$ cat config.mk
export PLATFORM = sky130hd
export DESIGN_NAME = uart_tx_frame
export DESIGN_NICKNAME = d
export VERILOG_FILES = /design/src/rtl/uart_frame_pkg.sv /design/src/rtl/uart_tx_frame.sv
export SDC_FILE = /design/constraint.sdc
export NUM_CORES = 1
export LEC_CHECK = 0
export CORE_ASPECT_RATIO = 1.75
export CORE_MARGIN = 2
export CORE_UTILIZATION = 31
export DETAILED_ROUTE_END_ITERATION = 8
export DONT_BUFFER_PORTS = 1
export PLACE_DENSITY_LB_ADDON = 0.08
export SLEW_MARGIN = 20
export SYNTH_ARGS = -nofsm -noshare
export SYNTH_HDL_FRONTEND = slang
export SYNTH_SLANG_ARGS = --single-unit
$ cat constraint.sdc
create_clock -name clk -period 1.7 [get_ports clk]
set_input_delay 0.425 -clock clk [delete_from_list [all_inputs] [get_ports clk]]
set_output_delay 0.425 -clock clk [all_outputs]
set_load 0.02 [all_outputs]
$ cat src/rtl/uart_frame_pkg.sv
// Shared definitions for the UART command receiver and the frame transmitter:
// framing bytes, RX command codes and the TX state encoding.
package uart_frame_pkg;

  localparam logic [7:0] SOF_BYTE = 8'hA5;
  localparam logic [7:0] EOF_BYTE = 8'h5A;

  // Command codes recognised by the UART receiver
  localparam logic [7:0] RX_CMD_LOAD = 8'hAA;
  localparam logic [7:0] RX_CMD_SEND = 8'hBB;

  typedef enum logic [2:0] {
    IDLE,
    SEND_SOF,
    RD_REQ,
    RD_WAIT,
    SEND_PIX,
    SEND_CSUM,
    SEND_EOF,
    DONE
  } tx_state_t;

endpackage

$ cat src/rtl/uart_tx_frame.sv
// Reads the processed frame buffer and streams it into the UART TX FIFO as
// SOF, pixels in address order, 8-bit wrap-around checksum, EOF.
module uart_tx_frame
  import uart_frame_pkg::*;
#(
  parameter int DATA_WIDTH = 8,
  parameter int IMG_WIDTH  = 176,
  parameter int IMG_HEIGHT = 240,
  parameter int ADDR_WIDTH = $clog2(IMG_WIDTH*IMG_HEIGHT)
) (
  input  logic                  clk,
  input  logic                  reset,
  input  logic                  start,
  output logic                  fb_re,
  output logic [ADDR_WIDTH-1:0] fb_rAddr,
  input  logic [DATA_WIDTH-1:0] fb_rData,
  output logic                  tx_wr_en,
  output logic [DATA_WIDTH-1:0] tx_wdata,
  input  logic                  tx_full,
  output logic                  frame_tx_done,
  output logic                  busy
);

  localparam int NUM_PIXELS = IMG_WIDTH * IMG_HEIGHT;
  localparam logic [ADDR_WIDTH-1:0] LAST_ADDR = ADDR_WIDTH'(NUM_PIXELS - 1);

  tx_state_t             r_state;
  tx_state_t             w_nextState;
  logic [ADDR_WIDTH-1:0] r_pixelAddr;
  logic [DATA_WIDTH-1:0] r_checksum;
  logic [DATA_WIDTH-1:0] r_pixReg;
  logic                  w_isSend;
  logic                  w_accept;

  // A byte leaves only when a SEND_* state meets a non-full FIFO; stalls hold state.
  assign w_isSend = (r_state == SEND_SOF) || (r_state == SEND_PIX) ||
                    (r_state == SEND_CSUM) || (r_state == SEND_EOF);
  assign w_accept = w_isSend && !tx_full;
  assign fb_rAddr = r_pixelAddr;

  always_ff @(posedge clk) begin
    if (reset) r_state <= IDLE;
    else       r_state <= w_nextState;
  end

  always_ff @(posedge clk) begin
    if (reset) begin
      r_pixelAddr <= '0;
      r_checksum  <= '0;
      r_pixReg    <= '0;
    end else begin
      case (r_state)
        IDLE: begin
          if (start) begin
            r_pixelAddr <= '0;
            r_checksum  <= '0;
          end
        end
        RD_WAIT: r_pixReg <= fb_rData;
        SEND_PIX: begin
          // Address stops at the last pixel so it never reaches N
          if (w_accept) begin
            r_checksum <= r_checksum + r_pixReg;
            if (r_pixelAddr != LAST_ADDR) r_pixelAddr <= r_pixelAddr + ADDR_WIDTH'(1);
          end
        end
        default: ;
      endcase
    end
  end

  always_comb begin
    w_nextState   = r_state;
    fb_re         = 1'b0;
    tx_wr_en      = w_accept;
    tx_wdata      = '0;
    frame_tx_done = 1'b0;
    busy          = (r_state != IDLE);
    case (r_state)
      IDLE:     if (start) w_nextState = SEND_SOF;
      SEND_SOF: begin
        tx_wdata = DATA_WIDTH'(SOF_BYTE);
        if (w_accept) w_nextState = RD_REQ;
      end
      RD_REQ: begin
        fb_re       = 1'b1;
        w_nextState = RD_WAIT;
      end
      RD_WAIT:  w_nextState = SEND_PIX;
      SEND_PIX: begin
        tx_wdata = r_pixReg;
        if (w_accept) w_nextState = (r_pixelAddr == LAST_ADDR) ? SEND_CSUM : RD_REQ;
      end
      SEND_CSUM: begin
        tx_wdata = r_checksum;
        if (w_accept) w_nextState = SEND_EOF;
      end
      SEND_EOF: begin
        tx_wdata = DATA_WIDTH'(EOF_BYTE);
        if (w_accept) w_nextState = DONE;
      end
      DONE: begin
        frame_tx_done = 1'b1;
        w_nextState   = IDLE;
      end
      default: w_nextState = IDLE;
    endcase
  end

endmodule

==> run_results.csv, run 1 <==
group,metric,value,unit
synth,synth_compound_area_share,18.3,%
final_layout,areaGrowthSynthToFinish,60.3,%
sta,rsz0062_at_grt,"yes",
clock_network,clockRootBuffer,"clkbuf_16",
synth,synth-edff-count,0,
clock_network,clk_latency,280,ps
grt,track_usage,19.3,%
sta,hold_viol_final,0,
critical_path,crit_required,1270,ps
clock_network,clock_path_buffers,2,
detailed_routing,drc_errors,0,
sta,setup_tns,-859,ps
detailed_routing,dr.pass1.iters,4,
detailed_routing,wl_per_cell,16.3,microns
synth,synthXorXnorAreaFrac,6.49,%
clock_network,numCtsBuffers,5,
grt,antenna_found_initial,0,
synth,ys_types,43,
die,coreArea,0.00644,sq mm
final_layout,fin_nets,351,
pwr,p_leak,1.41,nW
flow_run,max_cap_violations,0,
detailed_routing,postRouteAntennaNets,0,
sta,period_share,108,%
sta,slew-limit-headroom,74.4,%
final_layout,layout-drive-gt1-share,46.8,%
run_status,violations,"negative setup slack",
sta,fin_ws,-138,ps
pwr,p_per_area,711,mW/mm^2
critical_path,cp_slowest_cell,"dfxtp_4",
critical_path,path_class,"reg2out",
synth,ys_seq_area_share,34.6,%
synth,synthesis.instances,246,
synth,yosysWarnings,0,
critical_path,crit_path_frequent_cell,"buf_4",
critical_path,timing.critical_path.cells,"buf_6, nor2b_1, buf_4, a21oi_4, nor2_1, buf_4",
detailed_routing,drt-total-wl,6730,microns
sta,finClkSkew,2.55,ps
critical_path,worstPathMaxFanout,5,
detailed_routing,viasPerCell,5.14,
sta,clock.fmax,544,MHz
final_layout,fin_cells,413,
placement,dp.cells,389,
die,initial_core_util,31.4,%
die,die_h,111,microns
placement,port_buffers,0,
grt,grt_pass1_vias,2196,
sta,final.min_clock_period,1840,ps
clock_network,cts_tree,"yes",
die,io_pins,40,
critical_path,rrSetupSlack,-90,ps
synth,synthFlopType,"dfxtp_1",
clock_network,hold_buffers,0,
critical_path,startpoint,"r_state[1]",
grt,grt_max_degree,26,
synth,synthAdderAreaFrac,5.93,%
synth,synth_top_family_by_area,"simple AND/OR/NAND/NOR gates",
grt,globalRouteOverflowTotal,0,
run_status,status,"finished, violations left",
synth,avgSynthCellArea,8.23,sq um
synth,ys_seq_elements,35,
critical_path,cp_slowest_stage_delay,350,ps
critical_path,regToRegStartpoint,"r_checksum[1]",
synth,yosys.area_share.simple,26.5,%
critical_path,end_kind,"output pin",
die,rows,39,
sta,finalSetupViolCount,12,
critical_path,worst_setup_path_start_kind,"register",
min_path,hp-class,"in2reg",
detailed_routing,vias,2123,
grt,grt_pass1_wl,10700,microns
clock_network,cts_sinks,35,
die,die_width,65.1,microns
min_path,min_from,"reset",
sta,tightest_slew,380,ps
placement,hpwl,4960,microns
placement,place_congestion,0.798,
pwr,max-vdd-ir-drop,0.503,mV
detailed_routing,drtIter0Drc,77,
synth,async_reset_ff_share,0,%
die,dieArea,0.00722,sq mm
sta,drv_slew,0,
synth,synth.area.mux_share,3.96,%
pwr,p_total,2.31,mW
clock_network,clkTransAtPathRegs,60,ps
synth,netlist_area,0.00202,sq mm
clock_network,htreeDepth,2,
critical_path,arrival,1410,ps
final_layout,n_antenna_cell,0,
synth,syn_nets,267,
stage by stage:
stage,worst slack [ps],utilization [%],instance area [sq um],hold slack (ps)
final,-138,50.4,3240,208
after global routing,-198,50.4,3240,198
after CTS,-96.1,47.5,3060,202
after detailed placement,-104,41.7,2690,497
after global placement,-67.8,41.7,2690,494
after floorplan,-91.2,-,2060,463
logic make-up after synthesis:
| group | count (synthesis) |
|---|---|
| simple gates | 105 |
| xor+xnor | 15 |
| flops | 35 |
| buf+inv | 18 |
| compound gates | 56 |
| fa+ha+maj | 9 |
| mux | 8 |
sequential cells by signal, indices dropped and copies added (netlist names):
register and cells:
fb_rAddr 16, r_checksum 8, r_state 3, r_pixReg 8
placed cells by master, fill, tap and decap left out, types with 2 or more instances in the layout:
cell and instances:
nand2_1 7, o2111ai_1 2, a21o_1 2, mux2i_1 8, nand3_1 9, a22oi_1 5
xnor2_1 3, nor2b_1 2, o21ai_0 4, a21oi_1 10, buf_6 10, a21oi_4 2
nor3_1 4, nor2_2 2, nor2_1 44, ha_1 3, a21oi_2 11, dfxtp_2 7
and4_4 2, o21ai_1 5, nand2_2 3, nand4_1 3, ha_4 5, or3_1 6
clkbuf_16 5, buf_4 77, inv_1 3, o2111ai_2 4, xor2_1 12, dfxtp_4 4
dfxtp_1 24, and3_1 7, buf_12 3
what timing repair did:
| action | CTS | global route |
|---|---|---|
| gates resized for setup | 35 | 32 |
| setup buffers | 11 | 5 |
| pin swaps | 13 | 29 |
| setup endpoints to repair | 22 | 31 |
critical path: cells and delay by family (launching register included):
family	cells	cell delay [ps]
AND/OR/NAND/NOR	2	240
AO/OA/AOI/OAI	1	70
buffers and inverters	3	460
flip-flops	1	350
per-layer routing:
metal	wire, microns	global-route usage, %	up-vias
li1	-	-	1054
met1	2470	18.9	1023
met2	3960	38.4	38
met3	196	3.15	8
met4	111	7.36	0
met5	0	0	-
power by group:
part | switching, mW | total [mW] | internal [mW]
Sequential | 0.0131 | 0.843 | 0.830
Combinational | 0.201 | 0.385 | 0.184
Clock | 0.348 | 1.08 | 0.729
Total | 0.562 | 2.31 | 1.74
cell usage after synthesis (2+ instances only):
cell	instances	area share [%]
nor2_1	47	8.7
dfxtp_1	35	35
a21oi_1	23	5.7
xor2_1	12	5.2
nand2_1	11	2.0
nand3_1	10	2.5
and3_1	9	2.8
clkbuf_1	9	1.7
o21ai_0	9	2.2
ha_1	8	4.9
mux2i_1	8	4.0
or3_1	7	2.2
o2111ai_1	6	2.6
a22oi_1	5	1.9
nor3_1	5	1.2
inv_1	4	0.74
buf_2	3	0.74
nand4_1	3	0.93
xnor2_1	3	1.3
a21o_1	2	0.74
and4_1	2	0.87
buf_6	2	1.1
nor2b_1	2	0.62
nor4_1	2	0.62
worst paths after layout:
check / end / depth (start not counted)
worst max register to register: r_checksum[7] / 7
worst min-delay path: r_pixReg[4] / 1
worst min register to register: r_checksum[7] / 2
worst max-delay path: tx_wdata[6] / 6
cell type report:
class,instances,area (sq um)
fill,634,3200
multi-input combinational,193,1460
timing repair buffer,91,766
sequential,35,724
clock buffer,6,139
tap,82,103
clock inverter,2,35.0
inverter,4,17.5
Note: power is estimated with default switching activity, not from simulation.
==> inputs of run 2 (changes only) <==
--- a/config.mk
+++ b/config.mk
@@ -9,9 +9,8 @@
 export CORE_MARGIN = 2
 export CORE_UTILIZATION = 31
 export DETAILED_ROUTE_END_ITERATION = 8
-export DONT_BUFFER_PORTS = 1
 export PLACE_DENSITY_LB_ADDON = 0.08
-export SLEW_MARGIN = 20
 export SYNTH_ARGS = -nofsm -noshare
 export SYNTH_HDL_FRONTEND = slang
 export SYNTH_SLANG_ARGS = --single-unit
+export TNS_END_PERCENT = 100
==> run 2 against run 1 <==
Against the previous run: the flow still finishes with violations (negative setup slack); setup slack improved by 2.8 ps; fmax rose by 0.15%; wire length fell by 3.2%.
==> run_results.csv, run 2 (synthesis results as in run 1) <==
group,metric,value,unit
die,io_pins,40,
final_layout,final_common_cell,"buf_4",
detailed_routing,wl_per_cell,14.9,microns
critical_path,path_class,"reg2out",
final_layout,layout-drive-gt1-share,44.8,%
critical_path,end_kind,"output pin",
placement,dp_slack,-536,ps
clock_network,clock_path_buffers,2,
final_layout,n_antenna_cell,0,
detailed_routing,postRouteAntennaNets,0,
run_status,violations,"negative setup slack",
detailed_routing,drtIter0Drc,67,
detailed_routing,met2_wirelength,3820,microns
clock_network,numCtsBuffers,5,
clock_network,cts_tree,"yes",
grt,grt_pass1_vias,2275,
sta,drv_slew,0,
critical_path,worstPathMaxFanout,7,
sta,rsz0062_at_grt,"yes",
grt,antenna_found_initial,0,
run_status,status,"finished, violations left",
sta,tightest_slew,312,ps
final_layout,multiInputGateArea,0.00146,sq mm
pwr,p_leak,1.61,nW
final_layout,areaGrowthSynthToFinish,73.6,%
sta,final.min_clock_period,1830,ps
placement,port_buffers,39,
sta,hold_viol_final,0,
detailed_routing,wl_met1,2360,microns
grt,track_usage,18.4,%
critical_path,arrival,1410,ps
sta,finClkSkew,3.75,ps
detailed_routing,vias,2234,
die,die_h,111,microns
sta,fin_ws,-135,ps
detailed_routing,drt-total-wl,6520,microns
sta,finalSetupViolCount,16,
final_layout,most-common-layout-cells,"67 x buf_4, 37 x nor2_1, 22 x dfxtp_1",
pwr,p_sw_share,24.3,%
final_layout,seqCellArea,724,sq um
pwr,p_per_area,676,mW/mm^2
min_path,hp-class,"reg2reg",
detailed_routing,route.met3.wl,167,microns
final_layout,fin_cells,437,
pwr,p_switching,0.578,mW
final_layout,final.fill_count,610,
pwr,max-vdd-ir-drop,0.447,mV
die,coreArea,0.00644,sq mm
clock_network,clk_latency,280,ps
critical_path,worst_setup_path_start_kind,"register",
placement,place_congestion,0.815,
placement,dp.cells,419,
die,die_width,65.1,microns
detailed_routing,dr.pass1.iters,4,
sta,setup_tns,-810,ps
sta,period_share,108,%
clock_network,cts_sinks,35,
final_layout,fin_nets,375,
pwr,p_int,1.80,mW
flow_run,max_cap_violations,0,
clock_network,clockRootBuffer,"clkbuf_16",
die,dieArea,0.00722,sq mm
die,rows,39,
grt,globalRouteOverflowTotal,0,
detailed_routing,top_layer_used,"met4",
pwr,seqPwrFrac,35.7,%
pwr,clkPwrFrac,45.0,%
pwr,p_comb_share,19.3,%
final_layout,largest_reg_flops,16,
grt,grt_pass1_wl,10400,microns
grt,grt_max_degree,21,
placement,hpwl,4900,microns
detailed_routing,viasPerCell,5.11,
sta,fin_hold_ws,517,ps
final_layout,final_util,54.6,%
sta,clock.fmax,545,MHz
critical_path,crit_required,1270,ps
clock_network,clkTransAtPathRegs,60,ps
sta,slew-limit-headroom,79.1,%
detailed_routing,drc_errors,0,
clock_network,htreeDepth,2,
die,initial_core_util,31.4,%
## run 2: layer usage
metal | GRT usage [%] | vias up
met5 | 0 | -
met4 | 6.25 | 0
met3 | 2.64 | 14
met2 | 38.1 | 44
met1 | 17.2 | 1068
li1 | - | 1108
## run 2: power groups by stage
stage          Combinational, mW  Clock, mW  Sequential [mW]
2_1_floorplan              0.182          0            0.856
3_3_place_gp               0.370          0            0.862
3_5_place_dp               0.369          0            0.861
4_1_cts                    0.400       1.10            0.849
5_1_grt                    0.490       1.14            0.849
6_report                   0.459       1.07            0.847
## run 2: final cells by class
cell class / count / area share (%)
clock buffers: 6 / 3.95
clock inverters: 2 / 0.997
inverters: 4 / 0.427
multi-input cells: 193 / 41.6
flip-flops and latches: 35 / 20.6
well taps: 82 / 2.92
repair buffers: 115 / 29.5
## run 2: stage by stage
stage	power (mW)	instance area, sq um
finish	2.38	3510
global route	2.48	3510
CTS	2.34	3270
detailed placement	1.23	3010
global placement	1.23	3010
floorplan	1.04	2060
## run 2: critical path, stage by stage, from the launching register on
cell,delay [ps]
dfxtp_4,400
bufbuf_16,270
o21ai_0,70
a21oi_1,210
buf_4,180
## run 2: worst paths after layout
| check | startpoint | endpoint | slack (ps) | cells after the start |
|---|---|---|---|---|
| max reg2reg | r_state[0] | fb_rAddr[9] | -110 | 7 |
| max | r_state[0] | tx_wdata[7] | -130 | 4 |
| min | r_checksum[6] | r_checksum[6] | 520 | 2 |
| min reg2reg | r_checksum[6] | r_checksum[6] | 520 | 2 |
## run 2: timing repair
action / 4_1_cts / 5_1_grt
gates cloned: 1 / 0
hold endpoints to repair: 0 / 0
buffers inserted: 5 / 4
gates resized for setup: 90 / 64
pin swaps: 13 / 28
hold buffers: 0 / 0
setup endpoints to repair: 48 / 31
